`config.mk`:
```
export PLATFORM = sky130hd
export DESIGN_NAME = systolic_tile_scheduler
export DESIGN_NICKNAME = d
export VERILOG_FILES = /design/src/rtl/sys_ctrl_pkg.sv /design/src/rtl/systolic_tile_scheduler_skew.sv /design/src/rtl/systolic_tile_scheduler.sv
export SDC_FILE = /design/constraint.sdc
export NUM_CORES = 1
export LEC_CHECK = 0
export ABC_AREA = 1
export BUFFER_PORTS_ARGS = -buffer_cell sky130_fd_sc_hd__buf_2
export CORE_AREA = 2 2 308 310
export CTS_CLUSTER_DIAMETER = 120
export DETAILED_ROUTE_END_ITERATION = 8
export DIE_AREA = 0 0 310 312
export PLACE_DENSITY_LB_ADDON = 0.1
export SYNTH_ARGS = -nofsm -noshare
export SYNTH_HDL_FRONTEND = slang
export SYNTH_SLANG_ARGS = --single-unit
```
`constraint.sdc`:
```
create_clock -name clk -period 2.8 [get_ports clk]
set_input_delay 0 -clock clk [delete_from_list [all_inputs] [get_ports clk]]
set_output_delay 0 -clock clk [all_outputs]
set_load 0.03 [all_outputs]
```
`src/rtl/sys_ctrl_pkg.sv`:
```
// Shared types and constants for the systolic tile scheduler and its skew stage.
package sys_ctrl_pkg;

    typedef enum logic [2:0] {
        ST_IDLE   = 3'd0,
        ST_CLEAR  = 3'd1,
        ST_FEED   = 3'd2,
        ST_FLUSH  = 3'd3,
        ST_DONE   = 3'd4,
        ST_WAIT   = 3'd5,
        ST_RESULT = 3'd6
    } state_t;

    localparam int DEF_ARR_HEIGHT = 4;
    localparam int DEF_ARR_WIDTH  = 4;

    function automatic int skew_depth(input int h, input int w);
        return (h > w) ? h : w;
    endfunction

    localparam int SKEW_DEPTH  = skew_depth(DEF_ARR_HEIGHT, DEF_ARR_WIDTH);
    localparam int SA_DONE_LAT = DEF_ARR_HEIGHT + DEF_ARR_WIDTH + 4;

endpackage

```
`src/rtl/systolic_tile_scheduler_skew.sv`:
```
// Triangular delay array: lane i of din appears on dout after 1 + i cycles.
module skew_buffer
    import sys_ctrl_pkg::*;
#(
    parameter int LANES = 4,
    parameter int WIDTH = 16
) (
    input  logic                   clk,
    input  logic                   reset,
    input  logic                   load,
    input  logic [LANES*WIDTH-1:0] din,
    output logic [LANES*WIDTH-1:0] dout
);

    for (genvar i = 0; i < LANES; i++) begin : g_lane
        logic [WIDTH-1:0] taps [i+1];

        // Zeros enter whenever no beat is loaded, so idle cycles add nothing downstream.
        always_ff @(posedge clk) begin
            if (!reset) begin
                for (int d = 0; d <= i; d++) taps[d] <= '0;
            end else begin
                taps[0] <= load ? din[i*WIDTH +: WIDTH] : '0;
                for (int d = 1; d <= i; d++) taps[d] <= taps[d-1];
            end
        end

        assign dout[i*WIDTH +: WIDTH] = taps[i];
    end

endmodule

```
`src/rtl/systolic_tile_scheduler.sv`:
```
// Sequences one tile through a systolic array: clear, skewed operand feed, flush,
// done pulse, bounded wait for completion, then a held valid/ready result.
module systolic_tile_scheduler
    import sys_ctrl_pkg::*;
#(
    parameter int WIDTH      = 16,
    parameter int ARR_HEIGHT = 4,
    parameter int ARR_WIDTH  = 4,
    parameter int K_BITS     = 8,
    parameter int TIMEOUT    = 255
) (
    input  logic                                clk,
    input  logic                                reset,
    input  logic                                cmd_valid,
    output logic                                cmd_ready,
    input  logic [K_BITS-1:0]                   cmd_k,
    input  logic                                op_valid,
    output logic                                op_ready,
    input  logic [ARR_HEIGHT*WIDTH-1:0]         op_a,
    input  logic [ARR_WIDTH*WIDTH-1:0]          op_b,
    output logic                                sa_reset,
    output logic [ARR_HEIGHT*WIDTH-1:0]         sa_in_a,
    output logic [ARR_WIDTH*WIDTH-1:0]          sa_in_b,
    output logic                                sa_done,
    input  logic                                sa_calc_done,
    input  logic [ARR_HEIGHT*ARR_WIDTH*WIDTH-1:0] sa_out_c,
    output logic                                res_valid,
    input  logic                                res_ready,
    output logic [ARR_HEIGHT*ARR_WIDTH*WIDTH-1:0] res_data,
    output logic                                err_timeout
);

    localparam int FLUSH_CYCLES = skew_depth(ARR_HEIGHT, ARR_WIDTH) - 1;
    localparam int FLUSH_W      = $clog2(FLUSH_CYCLES + 2);
    localparam logic [FLUSH_W-1:0] FLUSH_LAST =
        FLUSH_W'((FLUSH_CYCLES > 0) ? FLUSH_CYCLES - 1 : 0);
    localparam int WAIT_W = $clog2(TIMEOUT + 1);
    localparam logic [WAIT_W-1:0] WAIT_LAST = WAIT_W'(TIMEOUT - 1);

    state_t              state;
    state_t              state_next;
    logic [K_BITS-1:0]   k_reg;
    logic [K_BITS-1:0]   beat_cnt;
    logic [FLUSH_W-1:0]  flush_cnt;
    logic [WAIT_W-1:0]   wait_cnt;
    logic                beat_fire;

    // Handshakes: a transfer happens on a rising edge where valid and ready are both high;
    // cmd_ready, op_ready and res_valid are decoded from the state only.
    assign beat_fire = (state == ST_FEED) && op_valid;

    // The array reset follows the block reset directly so a mid-tile reset clears it at once.
    assign sa_reset = reset && (state != ST_CLEAR);

    always_ff @(posedge clk) begin
        if (!reset) state <= ST_IDLE;
        else        state <= state_next;
    end

    always_comb begin
        state_next = state;
        cmd_ready  = 1'b0;
        op_ready   = 1'b0;
        sa_done    = 1'b0;
        res_valid  = 1'b0;
        case (state)
            ST_IDLE: begin
                cmd_ready = 1'b1;
                if (cmd_valid) state_next = ST_CLEAR;
            end
            ST_CLEAR: state_next = (k_reg == '0) ? ST_FLUSH : ST_FEED;
            ST_FEED: begin
                op_ready = 1'b1;
                if (beat_fire && (beat_cnt == k_reg - K_BITS'(1))) state_next = ST_FLUSH;
            end
            ST_FLUSH: if (flush_cnt == FLUSH_LAST) state_next = ST_DONE;
            ST_DONE: begin
                sa_done    = 1'b1;
                state_next = ST_WAIT;
            end
            ST_WAIT: if (sa_calc_done || (wait_cnt == WAIT_LAST)) state_next = ST_RESULT;
            ST_RESULT: begin
                res_valid = 1'b1;
                if (res_ready) state_next = ST_IDLE;
            end
            default: state_next = ST_IDLE;
        endcase
    end

    always_ff @(posedge clk) begin
        if (!reset) begin
            k_reg       <= '0;
            beat_cnt    <= '0;
            flush_cnt   <= '0;
            wait_cnt    <= '0;
            res_data    <= '0;
            err_timeout <= 1'b0;
        end else begin
            flush_cnt <= (state == ST_FLUSH) ? flush_cnt + FLUSH_W'(1) : '0;
            wait_cnt  <= (state == ST_WAIT)  ? wait_cnt + WAIT_W'(1)   : '0;
            if ((state == ST_IDLE) && cmd_valid) begin
                k_reg       <= cmd_k;
                beat_cnt    <= '0;
                err_timeout <= 1'b0;
            end
            if (beat_fire) beat_cnt <= beat_cnt + K_BITS'(1);
            // A completion arriving on the last allowed cycle wins over the timeout.
            if (state == ST_WAIT) begin
                if (sa_calc_done) begin
                    res_data <= sa_out_c;
                end else if (wait_cnt == WAIT_LAST) begin
                    res_data    <= '0;
                    err_timeout <= 1'b1;
                end
            end
        end
    end

    skew_buffer #(
        .LANES (ARR_HEIGHT),
        .WIDTH (WIDTH)
    ) u_skew_west (
        .clk   (clk),
        .reset (reset),
        .load  (beat_fire),
        .din   (op_a),
        .dout  (sa_in_a)
    );

    skew_buffer #(
        .LANES (ARR_WIDTH),
        .WIDTH (WIDTH)
    ) u_skew_north (
        .clk   (clk),
        .reset (reset),
        .load  (beat_fire),
        .din   (op_b),
        .dout  (sa_in_b)
    );

endmodule

```
Yosys cells after proc, flatten, opt, wreduce, memory -nomap -nowiden --
Memory sizes are Yosys's and may differ from the RTL's. Cells that the tools add are included.
Word-level totals: logic and storage cells 118, RAM bits 320, input bits 398, memories 8, bits in registers 287, output and inout bits 390
Operators by class: $add $sub $neg 4, equality and inequality tests 15, bitwise gates (word level) 18, multiplexer cells 51, reduce and logical (&&, ||, !) cells 15
Memory list:
- u_skew_north.g_lane[3].taps | depth 4, width 16, read ports 4, clocked after Yosys merged registers in 0, write ports 4, line systolic_tile_scheduler_skew.sv:16 | logic [WIDTH-1:0] taps [i+1];
- u_skew_west.g_lane[3].taps | depth 4, width 16, read ports 4, clocked after Yosys merged registers in 0, write ports 4, line systolic_tile_scheduler_skew.sv:16
- u_skew_north.g_lane[2].taps | depth 3, width 16, read ports 3, clocked after Yosys merged registers in 0, write ports 3, line systolic_tile_scheduler_skew.sv:16
- u_skew_west.g_lane[2].taps | depth 3, width 16, read ports 3, clocked after Yosys merged registers in 0, write ports 3, line systolic_tile_scheduler_skew.sv:16
- u_skew_north.g_lane[1].taps | depth 2, width 16, read ports 2, clocked after Yosys merged registers in 0, write ports 2, line systolic_tile_scheduler_skew.sv:16
- u_skew_west.g_lane[1].taps | depth 2, width 16, read ports 2, clocked after Yosys merged registers in 0, write ports 2, line systolic_tile_scheduler_skew.sv:16
- +2 memories
Operator list (number):
- $mux W256 | 2
- $mux W16 | 28
- $reduce_or A16 Y1 | 2
- $pmux W3 S7 | 1
- $or A1 B1 Y1 | 18
- $add A8 B1 Y8 const B | 2
- $mux W8 | 2
- $mux W3 | 5
- $mux W1 | 13
- $eq A3 B2 Y1 const B | 3
- $eq A3 B3 Y1 const B | 3
- $eq A8 B8 Y1 | 1
- $eq A8 B8 Y1 const B | 1
- $logic_not A8 Y1 | 1
- $ne A2 B2 Y1 const B | 4
- $sub A8 B1 Y8 const B | 1
- $reduce_and A2 Y1 | 3
- $reduce_and A5 Y1 | 1
- $logic_and A1 B1 Y1 | 4
- $reduce_bool A2 Y1 | 2
- $add A3 B1 Y3 const B | 1
- $eq A3 B1 Y1 const B | 1
- $logic_not A3 Y1 | 1
- $ne A3 B1 Y1 const B | 1
- other kinds (2) | 2

Depth between registers and ports, before layout --
Gate-level depths: netlist of the first run.
depth after elaboration 6, depth in mapped cells 15, mapped depth without buffers 15

Modules after synthesis --
Synthesis of the first run repeated with hierarchy kept, for this count alone.
Unflattened totals: cells, all modules 2462, area, all modules 21115.3 µm²
By module, submodules not included:
- systolic_tile_scheduler | cells each 1402, sequential area each 5745.5 µm², area each 11491.0 µm², instances 1
- skew_buffer | cells each 530, sequential area each 3203.1 µm², area each 4812.1 µm², instances 2

Worst setup path after synthesis of the first run --
Ideal clock, no wire load.
path type reg2reg, start point reg state[2], end point reg state[1], required time 2.685 ns, arrival 1.829 ns, library setup time 0.115 ns, cell stages (with the launch flop) 9, setup slack 0.856 ns, buffers on the path 1, clock period less this slack 1.944 ns, cells stage by stage dfxtp_1 > buf_4 > inv_1 > nor3_1 > inv_1 > o21ai_0 > nor3_2 > a21oi_1 > nor2_1
On the way: cells in the longest elaborated chain, start to end 5, elaborated cells on any way between the ends 16, classes of those cells eq/ne (11); mux (1); reduce/logical (4)
Ends and longest elaborated chain:
- from (decl) | line systolic_tile_scheduler.sv:40 | state_t state;
- from (signal assigned) | line systolic_tile_scheduler.sv:57 | else state <= state_next;
- $eq A3 B2 Y1 | line systolic_tile_scheduler.sv:50, systolic_tile_scheduler.sv:66
- $logic_and A1 B1 Y1 | line systolic_tile_scheduler.sv:50 | assign beat_fire = (state == ST_FEED) && op_valid;
- $logic_and A1 B1 Y1 | line systolic_tile_scheduler.sv:74 | if (beat_fire && (beat_cnt == k_reg - K_BITS'(1))) state_next = ST_FLUSH;
- $ne A2 B1 Y1 (no source line)
- $reduce_and A5 Y1 (no source line)
Parallel ways exist; a longest one is shown, timed or not. A chain may end at the register's enable or synchronous reset.

Final worst setup path of the first run --
start point reg state[2], end point reg res_data[69]
On the way: cells in the longest elaborated chain, start to end 2
Ends and longest elaborated chain:
- $eq A3 B3 Y1 | line systolic_tile_scheduler.sv:108 | if (state == ST_WAIT) begin
- $reduce_and A2 Y1 (no source line)
- to (signal assigned) | line systolic_tile_scheduler.sv:110 | res_data <= sa_out_c;
- to (decl) | line systolic_tile_scheduler.sv:29 | output logic [ARR_HEIGHT*ARR_WIDTH*WIDTH-1:0] res_data,
Every way passes these cells.

==> results of run 1 <==
cell usage after synthesis (2+ instances only):
master,n
buf_2,90
nor3b_1,3
nand2_1,238
buf_4,82
o21ai_0,15
o211ai_1,256
nor3_1,7
nand4_1,2
nand3_1,279
inv_1,355
nand2_2,3
buf_1,9
dfxtp_1,607
inv_2,5
nor2_1,145
nor2_2,10
xor2_1,2
ha_1,6
nor3_2,2
buf_6,10
xnor2_1,5
a21oi_1,277
clkbuf_1,97
kinds of logic after synthesis:
group                      Yosys count  share of synthesized area
DFF                                607                     0.5595
xor gates and xnor gates             7                   0.002823
and+or+nand+nor                    697                     0.1419
AOI/OAI and AO/OA                  553                     0.1575
adders and majority gates            6                   0.003457
buffers and inverters              648                     0.1348
cell type report:
| class | count | area, µm² | area share |
|---|---|---|---|
| multi-input cells | 1263 | 6663 | 0.2034 |
| inverters | 360 | 1366 | 0.04171 |
| well taps | 1254 | 1569 | 0.04790 |
| repair buffers | 1233 | 8518 | 0.2600 |
| diodes | 11 | 27.53 | 0.0008403 |
| flip-flops and latches | 607 | 12150 | 0.3709 |
| clock inverters | 17 | 216.5 | 0.006608 |
| clock buffers | 115 | 2247 | 0.06860 |
timing repair:
| item | in CTS | in global routing |
|---|---|---|
| hold endpoints to repair | 412 | 0 |
| setup endpoints to repair | 0 | 0 |
| hold buffers | 416 | 0 |
stage by stage:
| step | setup WS [ns] | total power, mW | util | hold slack, ns |
|---|---|---|---|---|
| 2_1_floorplan | 0.8563 | 10.38 | - | 0.1122 |
| 3_3_place_gp | 0.6258 | 11.07 | 0.2805 | 0.2128 |
| 3_5_place_dp | 0.5623 | 11.10 | 0.2805 | 0.2179 |
| 4_1_cts | 0.2550 | 21.38 | 0.3518 | 0.03691 |
| 5_1_grt | 0.1181 | 21.94 | 0.3519 | 0.07323 |
| 6_report | 0.3451 | 20.95 | 0.3521 | 0.09247 |
worst min path at each step:
| stage | endpoint | cells past startpoint | slack, ns | startpoint |
|---|---|---|---|---|
| 6_report | u_skew_west.g_lane[2].taps[0][3]$_SDFF_PN0_ | 4 | 0.09 | op_a[35] |
| 5_1_grt | u_skew_west.g_lane[2].taps[0][4]$_SDFF_PN0_ | 4 | 0.07 | op_a[36] |
| 4_1_cts | u_skew_west.g_lane[2].taps[0][3]$_SDFF_PN0_ | 4 | 0.04 | op_a[35] |
| 3_5_place_dp | u_skew_north.g_lane[0].taps[0][15]$_SDFF_PN0_ | 3 | 0.22 | op_b[15] |
| 3_3_place_gp | u_skew_north.g_lane[0].taps[0][1]$_SDFF_PN0_ | 3 | 0.21 | op_b[1] |
| 2_1_floorplan | u_skew_north.g_lane[0].taps[0][0]$_SDFF_PN0_ | 2 | 0.11 | op_b[0] |
power by group through the flow:
stage                     sequential (mW)  combinational [mW]  clock (mW)
final                                9.02                2.35        9.58
after global routing                 9.05                2.58        10.3
after CTS                            9.03                2.38        9.98
after detailed placement             9.21                1.88           0
after global placement               9.21                1.86           0
after floorplan                      9.32                1.06           0
per-layer routing:
layer / part of all wire / wire length [µm] / vias to the layer above
li1: - / - / 10210
met1: 0.40 / 34080 / 9962
met2: 0.48 / 40700 / 686
met3: 0.089 / 7530 / 135
met4: 0.027 / 2326 / 10
met5: 0.00072 / 61 / -
worst max-delay path, delay by kind of cell (launching register included):
| family | cells | cell delay, ns |
|---|---|---|
| AO/OA/AOI/OAI | 1 | 0.14 |
| buffers and inverters | 4 | 1.33 |
| flip-flops | 1 | 0.53 |
| AND/OR/NAND/NOR | 2 | 0.30 |
==> flow_summary.toml, run 1 <==
[floorplan]
dieWidth_um = 310
die_area_um2 = 96720
fp-row-count = 112
core_um2 = 93050
die_h_um = 312
initial_utilization = 0.2334
io_pins = 788

[cts]
cts_buffers = 74
cts_sinks = 607
clkTransAtPathRegs_ns = 0.06
cts_resized = 0
tritoncts = "done"
cts-root-buf = "clkbuf_16"
clock_latency_ns = 0.65
postCtsSetupRepairBufs = 0
cts_max_level = 3
cts_buffer_depth = 3

[drt]
dr.first_iter.drc_count = 1311
viasPerCell = 4.321
drc_errors = 0
vias = 21000
wirelength_um = 84700
first_pass_iters = 5
antenna_left = 0
wl_per_cell_um = 17.43

[power_and_ir_drop]
power_frac_comb = 0.112
powerDensity_nw_per_um2 = 639.6
clockPowerShare = 0.457
peakVddDrop_mv = 0.3707
seq_power_share = 0.431
p_sw_frac = 0.2584
p_switching_mw = 5.415
p_leak_nw = 15.80
p_int_mw = 15.54

[timing]
grt_setup_unrepaired = "false"
setup_tns_ns = 0
min_period_ns = 2.455
relSlewSlack = 0.3523
tightest_slew_ns = 0.9716
setup_viol = 0
slew_violations = 0
max_freq_ghz = 0.4073
hold_viol_final = 0
skew_ns = 0.03369
fin_crit_sh = 0.8768

[synth]
synth_top_area_frac = 0.5595
syn_inst = 2518
synthFlopType = "dfxtp_1"
synth_nets = 2922
synth_warnings = 0
netlist_area_um2 = 21720
synth_cell_type_count = 36
synth_edf_count = 0
ys_seq_elements = 607
seq_area_frac_synth = 0.5595
synth_area_leader_cell = "dfxtp_1"
synthArstFlopShare = 0
syn_avg_cell_area_um2 = 8.625
synth_area_leaders = "dfxtp_1, o211ai_1, nand3_1, a21oi_1, inv_1"

[final_layout]
largest_reg_flops = 256
final_area_um2 = 32760
reg_top3 = "res_data (256), u_skew_north.g_lane.taps (160), u_skew_west.g_lane.taps (160)"
nets = 3943
largest-register = "res_data"
areaGrowthSynthToFinish_pct = 50.84
layout_commonest_cell = "buf_2"
instances_no_fill = 4860
layout_common_cells = "buf_2, dfxtp_1, dlygate4sd3_1"
drive_gt1_frac = 0.2668
fillers = 9871

[setup_path]
slowest_stage = "dlygate4sd3_1"
slowest_delay_ns = 0.59
r2r_start = "state[2]$_SDFFE_PN0P_"
worstSetupPathType = "reg -> reg"
critPathMaxFanout = 117
worstPathArrival_ns = 3.02
r2r_slack_ns = 0.35
worst_setup_path_end_kind = "register"
reg2reg_depth = 7
worst-endpoint-required_ns = 3.36
crit_chain = "inv_1 > nor2_4 > buf_4 > buf_12 > nand3_1 > dlygate4sd3_1 > a21oi_1"
crit_path_end = "res_data[69]$_SDFFE_PN0P_"
rr_endpoint = "res_data[69]$_SDFFE_PN0P_"
start_kind = "register"
crit_start = "state[2]$_SDFFE_PN0P_"

[placed_design]
place_area_um2 = 26100
gp_congestion = 0.8508
port_buffers = 787
dp_hpwl_um = 56960
dp.cells = 4301

[global_route]
globalRouteOverflowTotal = 0
track_usage = 0.1664
gr-usage-met1 = 0.1893
grt_pass1_vias = 21270
grt_start_max_net_pins = 201
met2_usage = 0.2872
antenna_found_initial = 12
grt_pass1_wl_um = 126500
busiest_layer = "met2"
grtUsageMet3 = 0.05716

[hold_path]
worstHoldPathType = "in -> reg"

[run_status]
status = "finished clean"

[job]
cap_violations = 0
Power figures use the tool's default switching activity.
==> run 2, diff against run 1 <==
CELL_PAD_IN_SITES_DETAIL_PLACEMENT = 0   (was unset)
CELL_PAD_IN_SITES_GLOBAL_PLACEMENT = 1   (was unset)
CORE_AREA = 2 2 306 308   (was 2 2 308 310)
CTS_CLUSTER_SIZE = 10   (was unset)
DIE_AREA = 0 0 308 310   (was 0 0 310 312)
==> flow_summary.toml, run 2 (synthesis results as in run 1) <==
[cts]
clock_latency_ns = 0.64
cts_sinks = 607
cts-root-buf = "clkbuf_16"
clkTransAtPathRegs_ns = 0.06
cts_buffer_depth = 3
cts_max_level = 3
cts_buffers = 70
tritoncts = "done"

[placed_design]
dp.cells = 4247
place_area_um2 = 26040
gp_congestion = 0.8146
dp_slack_ns = 0.5146
port_buffers = 787
dp_hpwl_um = 58930

[final_layout]
layout_commonest_cell = "buf_2"
nets = 3968
largest_reg_flops = 256
layout_common_cells = "buf_2, dfxtp_1, dlygate4sd3_1"
areaGrowthSynthToFinish_pct = 49.23
instances_no_fill = 4773
reg_top3 = "res_data (256), u_skew_north.g_lane.taps (160), u_skew_west.g_lane.taps (160)"
largest-register = "res_data"
final_area_um2 = 32410
final_core_util = 0.3504
drive_gt1_frac = 0.2604

[power_and_ir_drop]
total_power_mw = 19.72
peakVddDrop_mv = 0.3400
seq_power_share = 0.458
p_switching_mw = 5.262
powerDensity_nw_per_um2 = 608.5
p_int_mw = 14.46
power_frac_comb = 0.122
p_leak_nw = 15.65
clockPowerShare = 0.420
p_sw_frac = 0.2668

[global_route]
track_usage = 0.1739
grt_start_max_net_pins = 147
grt_pass1_wl_um = 129100
antenna_found_initial = 3
grt_pass1_vias = 21030
globalRouteOverflowTotal = 0

[drt]
viasPerCell = 4.372
wirelength_um = 87670
antenna_left = 0
drc_errors = 0
wl_per_cell_um = 18.37
vias = 20870
dr.first_iter.drc_count = 1034
first_pass_iters = 5

[setup_path]
worst_setup_path_end_kind = "register"
start_kind = "register"
r2r_slack_ns = 0.20
worst-endpoint-required_ns = 3.36
critPathMaxFanout = 70
worstSetupPathType = "reg -> reg"
worstPathArrival_ns = 3.16

[timing]
tightest_slew_ns = 0.9652
grt_setup_unrepaired = "false"
whs_ns = 0.1203
slew_violations = 0
setup_tns_ns = 0
setup_viol = 0
min_period_ns = 2.602
hold_viol_final = 0
fin_crit_sh = 0.9294
relSlewSlack = 0.3566
max_freq_ghz = 0.3843
skew_ns = 0.02115
fin_ws_ns = 0.1976

[floorplan]
fp-row-count = 112
core_um2 = 92490
io_pins = 788
die_area_um2 = 95480
initial_utilization = 0.2348
die_h_um = 310
dieWidth_um = 308

[hold_path]
worstHoldPathType = "in -> reg"

[job]
cap_violations = 0

[run_status]
status = "finished clean"
run 2: critical path, cell delays in order, from the launching register on:
cell	delay (ns)
dfxtp_1	0.51
inv_1	0.16
nor2_4	0.28
buf_12	0.34
buf_8	0.33
nand3_1	0.11
dlygate4sd3_1	0.59
a21oi_1	0.14
run 2: cell type report:
type / count / area (µm²)
clock inverter: 7 / 145.1
clock buffer: 72 / 1769
fill: 9841 / 60080
sequential: 607 / 12150
multi-input combinational: 1264 / 6681
inverter: 360 / 1366
antenna: 5 / 12.51
tap: 1197 / 1498
timing repair buffer: 1261 / 8786
run 2: metal layers:
layer,track usage,share of wire,vias to the layer above
met3,0.05272,0.076,143
met1,0.2057,0.42,9843
met4,0.07272,0.036,0
met5,0,0,-
li1,-,-,10210
met2,0.2923,0.47,670
run 2: final timing paths:
kind,start,endpoint,depth (start not counted)
hold reg to reg,u_skew_north.g_lane[2].taps[0][28]$_SDFF_PN0_,u_skew_north.g_lane[2].taps[0][44]$_SDFF_PN0_,2
setup / recovery,state[2]$_SDFFE_PN0P_,res_data[157]$_SDFFE_PN0P_,7
hold / removal,op_b[31],u_skew_north.g_lane[1].taps[0][15]$_SDFF_PN0_,4
setup reg to reg,state[2]$_SDFFE_PN0P_,res_data[157]$_SDFFE_PN0P_,7
run 2: repair_timing:
| action | 4_1_cts | 5_1_grt |
|---|---|---|
| gates resized for setup | 0 | 6 |
| hold endpoints to repair | 533 | 0 |
| endpoints found under the setup margin | 0 | 10 |
| hold buffers | 438 | 0 |
| setup buffers | 0 | 3 |
run 2: power groups by stage:
| stage | Sequential (mW) | Clock, mW | Combinational (mW) |
|---|---|---|---|
| 3_5_place_dp | 9.21 | 0 | 1.88 |
| 4_1_cts | 9.02 | 8.70 | 2.44 |
| 2_1_floorplan | 9.32 | 0 | 1.06 |
| 3_3_place_gp | 9.21 | 0 | 1.87 |
| 5_1_grt | 9.05 | 9.00 | 2.66 |
| 6_report | 9.02 | 8.29 | 2.41 |
